**config.mk**
```make
export PLATFORM = sky130hd
export DESIGN_NAME = kp_conv3x3
export DESIGN_NICKNAME = d
export VERILOG_FILES = /design/src/rtl/kp_conv3x3_pkg.sv /design/src/rtl/kp_conv3x3_cfg_bank.sv /design/src/rtl/kp_conv3x3.sv
export SDC_FILE = /design/constraint.sdc
export NUM_CORES = 2
export LEC_CHECK = 0
export ABC_AREA = 0
export CAP_MARGIN = 20
export CORE_MARGIN = 8
export CORE_UTILIZATION = 55
export CTS_CLUSTER_SIZE = 8
export DETAILED_ROUTE_END_ITERATION = 12
export DONT_BUFFER_PORTS = 1
export PLACE_DENSITY = 0.7
export SKIP_CTS_REPAIR_TIMING = 1
export SLEW_MARGIN = 5
export SYNTH_ARGS = -nofsm -noshare
export SYNTH_HDL_FRONTEND = slang
export SYNTH_SLANG_ARGS = --single-unit
```
**constraint.sdc**
```tcl
create_clock -name i_clk -period 9.1 [get_ports i_clk]
set_input_delay 1.82 -clock i_clk [delete_from_list [all_inputs] [get_ports i_clk]]
set_output_delay 1.82 -clock i_clk [all_outputs]
set_load 0.02 [all_outputs]
```
**src/rtl/kp_conv3x3_pkg.sv**
```systemverilog
// kp_pkg: shared constants for the 3x3 kernel processor (config map, modes, defaults).
package kp_pkg;

  localparam int KP_NTAP = 9;

  // Config address map: 0..8 are coefficients k = 3*row + col.
  localparam logic [3:0] KP_ADDR_SHIFT = 4'd9;
  localparam logic [3:0] KP_ADDR_MODE  = 4'd10;

  // Output modes.
  localparam logic KP_MODE_CLAMP = 1'b0;
  localparam logic KP_MODE_ABS   = 1'b1;

  // Default kernel: 1-2-1 Gaussian, normalised by 16.
  localparam int KP_DEF_SHIFT = 4;

  function automatic int kp_def_coef(input int k);
    case (k)
      4:          return 4;
      1, 3, 5, 7: return 2;
      default:    return 1;
    endcase
  endfunction

endpackage

```
**src/rtl/kp_conv3x3_cfg_bank.sv**
```systemverilog
// kp_cfg_bank: shadow/active configuration for the 3x3 kernel.
// Writes land in the shadow bank; commit copies the whole shadow bank
// (including a write in the same cycle) into the active bank.
module kp_cfg_bank
  import kp_pkg::*;
#(
  parameter int CW = 8,
  parameter int SW = 4
) (
  input  logic                         i_clk,
  input  logic                         i_rstn,
  input  logic                         i_we,
  input  logic [3:0]                   i_addr,
  input  logic [CW-1:0]                i_wdata,
  input  logic                         i_commit,
  output logic [KP_NTAP-1:0][CW-1:0]   o_coef,
  output logic [SW-1:0]                o_shift,
  output logic                         o_mode
);

  logic [KP_NTAP-1:0][CW-1:0] r_sh_coef, r_act_coef, w_nx_coef;
  logic [SW-1:0]              r_sh_shift, r_act_shift, w_nx_shift;
  logic                       r_sh_mode, r_act_mode, w_nx_mode;

  // Next shadow contents: current shadow with this cycle's write merged in.
  always_comb begin
    w_nx_coef  = r_sh_coef;
    w_nx_shift = r_sh_shift;
    w_nx_mode  = r_sh_mode;
    if (i_we) begin
      if (i_addr < 4'(KP_NTAP))
        w_nx_coef[i_addr] = i_wdata;
      else if (i_addr == KP_ADDR_SHIFT)
        w_nx_shift = i_wdata[SW-1:0];
      else if (i_addr == KP_ADDR_MODE)
        w_nx_mode = i_wdata[0];
    end
  end

  // Shadow always tracks writes; active only changes on commit.
  always_ff @(posedge i_clk) begin
    if (!i_rstn) begin
      for (int k = 0; k < KP_NTAP; k++) begin
        r_sh_coef[k]  <= CW'(kp_def_coef(k));
        r_act_coef[k] <= CW'(kp_def_coef(k));
      end
      r_sh_shift  <= SW'(KP_DEF_SHIFT);
      r_act_shift <= SW'(KP_DEF_SHIFT);
      r_sh_mode   <= KP_MODE_CLAMP;
      r_act_mode  <= KP_MODE_CLAMP;
    end else begin
      r_sh_coef  <= w_nx_coef;
      r_sh_shift <= w_nx_shift;
      r_sh_mode  <= w_nx_mode;
      if (i_commit) begin
        r_act_coef  <= w_nx_coef;
        r_act_shift <= w_nx_shift;
        r_act_mode  <= w_nx_mode;
      end
    end
  end

  assign o_coef  = r_act_coef;
  assign o_shift = r_act_shift;
  assign o_mode  = r_act_mode;

endmodule

```
**src/rtl/kp_conv3x3.sv**
```systemverilog
// kp_conv3x3: 4-stage signed 3x3 convolution with shift normaliser,
// clamp/abs output and valid/ready backpressure (whole pipe stalls together).
module kp_conv3x3
  import kp_pkg::*;
#(
  parameter int DW = 8,
  parameter int CW = 8,
  parameter int SW = 4
) (
  input  logic            i_clk,
  input  logic            i_rstn,
  input  logic [3*DW-1:0] i_r0_data,
  input  logic [3*DW-1:0] i_r1_data,
  input  logic [3*DW-1:0] i_r2_data,
  input  logic            i_valid,
  output logic            o_ready,
  output logic [DW-1:0]   o_data,
  output logic            o_valid,
  output logic            o_sat,
  input  logic            i_ready,
  input  logic            i_cfg_we,
  input  logic [3:0]      i_cfg_addr,
  input  logic [CW-1:0]   i_cfg_wdata,
  input  logic            i_cfg_commit
);

  localparam int PW     = DW + CW + 1;
  localparam int SUMW   = PW + 4;
  localparam int STAGES = 4;
  localparam logic signed [SUMW-1:0] MAXV = SUMW'((1 << DW) - 1);

  logic [KP_NTAP-1:0][CW-1:0] w_coef;
  logic [SW-1:0]              w_shift;
  logic                       w_mode;

  kp_cfg_bank #(.CW(CW), .SW(SW)) u_cfg (
    .i_clk    (i_clk),
    .i_rstn   (i_rstn),
    .i_we     (i_cfg_we),
    .i_addr   (i_cfg_addr),
    .i_wdata  (i_cfg_wdata),
    .i_commit (i_cfg_commit),
    .o_coef   (w_coef),
    .o_shift  (w_shift),
    .o_mode   (w_mode)
  );

  // Global stall: everything advances when the output slot is free or draining.
  logic w_en, w_acc;
  assign w_en    = i_ready | ~o_valid;
  assign w_acc   = i_valid & w_en;
  assign o_ready = w_en;

  logic [STAGES:1] r_vld_pipe;

  // Valid shift register; bubbles travel with the data.
  always_ff @(posedge i_clk) begin
    if (!i_rstn)
      r_vld_pipe <= '0;
    else if (w_en)
      r_vld_pipe <= {r_vld_pipe[STAGES-1:1], i_valid};
  end
  assign o_valid = r_vld_pipe[STAGES];

  // Tap products: coef signed, pixel zero-extended to signed, both widened to PW.
  logic [2:0][3*DW-1:0]       w_rows;
  logic [KP_NTAP-1:0][PW-1:0] w_prod;
  assign w_rows = {i_r2_data, i_r1_data, i_r0_data};

  for (genvar k = 0; k < KP_NTAP; k++) begin : g_tap
    logic [PW-1:0] w_ca, w_pa;
    assign w_ca      = {{(PW-CW){w_coef[k][CW-1]}}, w_coef[k]};
    assign w_pa      = {{(PW-DW){1'b0}}, w_rows[k/3][(k%3)*DW +: DW]};
    assign w_prod[k] = $signed(w_ca) * $signed(w_pa);
  end

  logic [KP_NTAP-1:0][PW-1:0] r_s1_prod, r_s2_prod;
  logic [SW-1:0]              r_s1_shift, r_s2_shift, r_s3_shift;
  logic                       r_s1_mode, r_s2_mode, r_s3_mode;
  logic [SUMW-1:0]            r_s3_sum, w_sum;

  // S1: products plus the shift/mode active on the acceptance cycle.
  always_ff @(posedge i_clk) begin
    if (w_acc) begin
      r_s1_prod  <= w_prod;
      r_s1_shift <= w_shift;
      r_s1_mode  <= w_mode;
    end
  end

  // S2: product re-register for timing.
  always_ff @(posedge i_clk) begin
    if (w_en && r_vld_pipe[1]) begin
      r_s2_prod  <= r_s1_prod;
      r_s2_shift <= r_s1_shift;
      r_s2_mode  <= r_s1_mode;
    end
  end

  // Sign-extended adder tree over the nine products.
  always_comb begin
    w_sum = '0;
    for (int k = 0; k < KP_NTAP; k++)
      w_sum = w_sum + {{(SUMW-PW){r_s2_prod[k][PW-1]}}, r_s2_prod[k]};
  end

  // S3: registered sum.
  always_ff @(posedge i_clk) begin
    if (w_en && r_vld_pipe[2]) begin
      r_s3_sum   <= w_sum;
      r_s3_shift <= r_s2_shift;
      r_s3_mode  <= r_s2_mode;
    end
  end

  logic signed [SUMW-1:0] w_shr, w_mag;
  logic [DW-1:0]          w_pix_out;
  logic                   w_sat;

  // Normalise, optional magnitude, then clamp to the unsigned pixel range.
  always_comb begin
    w_shr     = $signed(r_s3_sum) >>> r_s3_shift;
    w_mag     = w_shr;
    w_pix_out = w_mag[DW-1:0];
    w_sat     = 1'b0;
    if (r_s3_mode == KP_MODE_ABS && w_shr[SUMW-1])
      w_mag = -w_shr;
    w_pix_out = w_mag[DW-1:0];
    if (w_mag[SUMW-1]) begin
      w_pix_out = '0;
      w_sat     = 1'b1;
    end else if (w_mag > MAXV) begin
      w_pix_out = {DW{1'b1}};
      w_sat     = 1'b1;
    end
  end

  logic [DW-1:0] r_data;
  logic          r_sat;

  // S4: output register, held while downstream stalls.
  always_ff @(posedge i_clk) begin
    if (!i_rstn) begin
      r_data <= '0;
      r_sat  <= 1'b0;
    end else if (w_en && r_vld_pipe[3]) begin
      r_data <= w_pix_out;
      r_sat  <= w_sat;
    end
  end

  assign o_data = r_data;
  assign o_sat  = r_sat;

endmodule

```
==> run metrics <==
Post-synth ARST share 0%; drt wl/cell 18.2 um; Antenna Diode Count 0; number of CTS-inserted buffers 74; post-detail-place hpwl 67700 um; FF-to-FF path depth 18; Port Buffers 0; Tcrit/Tclk final 65.6%; placed cells 4744; antenna violations before repair 1; Total GRT Usage between 20% and 30%; CTS tree built; H-tree depth 3; count leader, synth inv_1; grt total ovfl 0; NumNets Final 4806; clk slew on worst S/H paths 0.05 ns; final core occ 59.6%; Pins Over Slew Limit 0; Top FF cell, synth edfxtp_1; Yosys reg bits 509; number of global-route vias before repair between 20000 and 30000; first drt pass iteration count 6; Final Cell Area about 44000 um^2; Die X approximately 290 um; final setup fails 0; actual slew at the worst max-slew pin 1.00 ns; Die ar. between 80000 and 90000 um^2; RSZ-0062 raised after global routing false; Max-cap violations 0; top post-synthesis cells by count inv_1, fa_1, ha_1, nand2_1, edfxtp_1; Routed WL 88600 um; drt via density 5.29; TNS Setup 0 ns; num rows 100; clk root buf clkbuf_16; Final Hold Fails 0; CP Data Arrival Time 6.28 ns; Die Y 290 um; Placement Cell Area 42200 um^2; CORE AREA 74400 um^2; peak supply drop approximately 0.00032 V; static leakage power between 20 and 25 nW; non-filler instance count after layout 4876; Area Growth Syn to Fin 7.34%; synth unique cells 74; required time of the critical path ~9.4 ns; antenna viol nets, final 0; ranking of synthesized cells by area edfxtp_1, fa_1, ha_1; number of I/O pins between 100 and 150; final RePlAce weighted congestion 0.917; Worst Hold Depth 0; first-pass GRT wire length 144000 um; syn_area_per_cell ~11 um^2; post-synthesis cell count 3868; CTS Buffer Depth 3; Max FO, Critical Path 2; area of the multi-input gates 24500 um^2; register area approximately 14000 um^2; Yosys warning total 0; Hold Path Class flop to flop; sequential fraction of the synthesis area 32.9%; P per Cell Area around 220 nW/um^2; layout cells sized above 1 3.56%; EDFF count, synth 342; CTS Sinks slightly above 500; largest net degree at the start of global routing 163; status completed; vias roughly 26000; Synth Cell Area 41400 um^2; WS Path Type flop to flop; starting density of the core 55.6%; hold slack 0.404 ns; DR iter-0 viols 1675; minimum clock period 5.97 ns; Startpoint Class flop; Slew HR 33.2%; post-synthesis net count 4822; CP endpoint kind flop; Yosys top cell area share between 20% and 30%; skew final between 0.02 and 0.025 ns; final-layout fill cell count approximately 6100; worst skew pair latency between 0.6 and 0.7 ns; area leader, netlist edfxtp_1; Max Freq about 170 MHz; DRC Markers 0
==> cells in the final DEF (no fill, tap or decap), types with 6 or more instances in the layout <==
master / synthesis / routed
a21boi_0: 38 / 38
a21o_1: 14 / 14
a21oi_1: 65 / 65
and2_1: 307 / 305
buf_4: 3 / 10
clkbuf_1: 87 / 47
clkbuf_16: 0 / 75
clkinv_1: 3 / 6
dfxtp_1: 167 / 167
edfxtp_1: 342 / 342
fa_1: 455 / 455
ha_1: 409 / 409
inv_1: 759 / 759
mux2i_1: 100 / 100
mux4_2: 21 / 21
nand2_1: 369 / 369
nand2b_1: 62 / 62
nand3_1: 11 / 11
nor2_1: 140 / 140
nor2b_1: 93 / 93
nor3_1: 26 / 26
o211a_1: 68 / 68
o211ai_1: 16 / 16
o21ai_0: 84 / 84
o41ai_1: 7 / 7
or3_1: 16 / 16
xnor2_1: 96 / 96
xor2_1: 7 / 7
==> area by class of cell <==
cell class	instances	area share (%)
multi-input cells	2492	55.1
flip-flops and latches	509	30.7
inverters	763	6.45
clock buffers	122	4.62
well taps	969	2.73
repair buffers	12	0.228
clock inverters	9	0.194
==> critical path, cell delays in order, from the launching register on <==
cell and delay [ns]:
edfxtp_1 0.47, fa_1 0.59, fa_1 0.48, fa_1 0.55, inv_1 0.05, fa_1 0.48, inv_1 0.04, ha_1 0.21
fa_1 0.47, a21o_1 0.19, a21oi_1 0.21, o21bai_1 0.13, a2111oi_0 0.57, nor3_1 0.15, nor2_1 0.19, a211oi_1 0.12
a41o_1 0.28, o41ai_1 0.33, xnor2_1 0.18
==> worst paths after layout <==
path / start / endpoint / slack, ns
max: r_s2_prod[104] / r_s3_sum[20] / 3.13
max reg2reg: r_s2_prod[104] / r_s3_sum[20] / 3.13
min reg2reg: r_s1_prod[21] / r_s2_prod[21] / 0.40
min: r_s1_prod[21] / r_s2_prod[21] / 0.40
==> routing by layer <==
metal | part of all wire [%] | vias up | GRT usage (%)
met5 | 0 | - | 0
met4 | 1.9 | 0 | 4.77
met3 | 5.6 | 99 | 4.02
met2 | 48 | 600 | 35.0
met1 | 45 | 12800 | 29.4
li1 | - | 12300 | -
==> where the power goes <==
| part | total, W | switching [W] | internal [W] |
|---|---|---|---|
| logic | 0.00412 | 0.00232 | 0.00180 |
| clock network | 0.00253 | 0.000999 | 0.00153 |
| registers | 0.00323 | 0.000223 | 0.00301 |
==> kinds of logic after synthesis <==
family | after synthesis | synth area share (%)
AOI/OAI and AO/OA | 344 | 5.98
xor gates and xnor gates | 103 | 2.18
adders and majority gates | 864 | 34.4
buffers and inverters | 867 | 7.95
DFF | 509 | 32.9
muxes | 129 | 3.78
and+or+nand+nor | 1052 | 12.8
==> state kept, by name, indices dropped and copies added (netlist names), 4 cells and up <==
register,count
r_s3_sum,21
u_cfg.r_sh_shift,4
r_s1_prod,153
r_s2_shift,4
r_s2_prod,153
u_cfg.r_sh_coef,72
r_vld_pipe,4
r_s3_shift,4
u_cfg.o_shift,4
o_data,8
r_s1_shift,4
u_cfg.o_coef,72
==> stage by stage <==
| stage | total power, W | worst slack (ns) |
|---|---|---|
| after floorplan | 0.00634 | 2.55 |
| after global placement | 0.00725 | 2.96 |
| after detailed placement | 0.00735 | 2.87 |
| after CTS | 0.00993 | 3.15 |
| after global routing | 0.0106 | 2.78 |
| final | 0.00988 | 3.13 |
(Power assumes the default switching activity.)
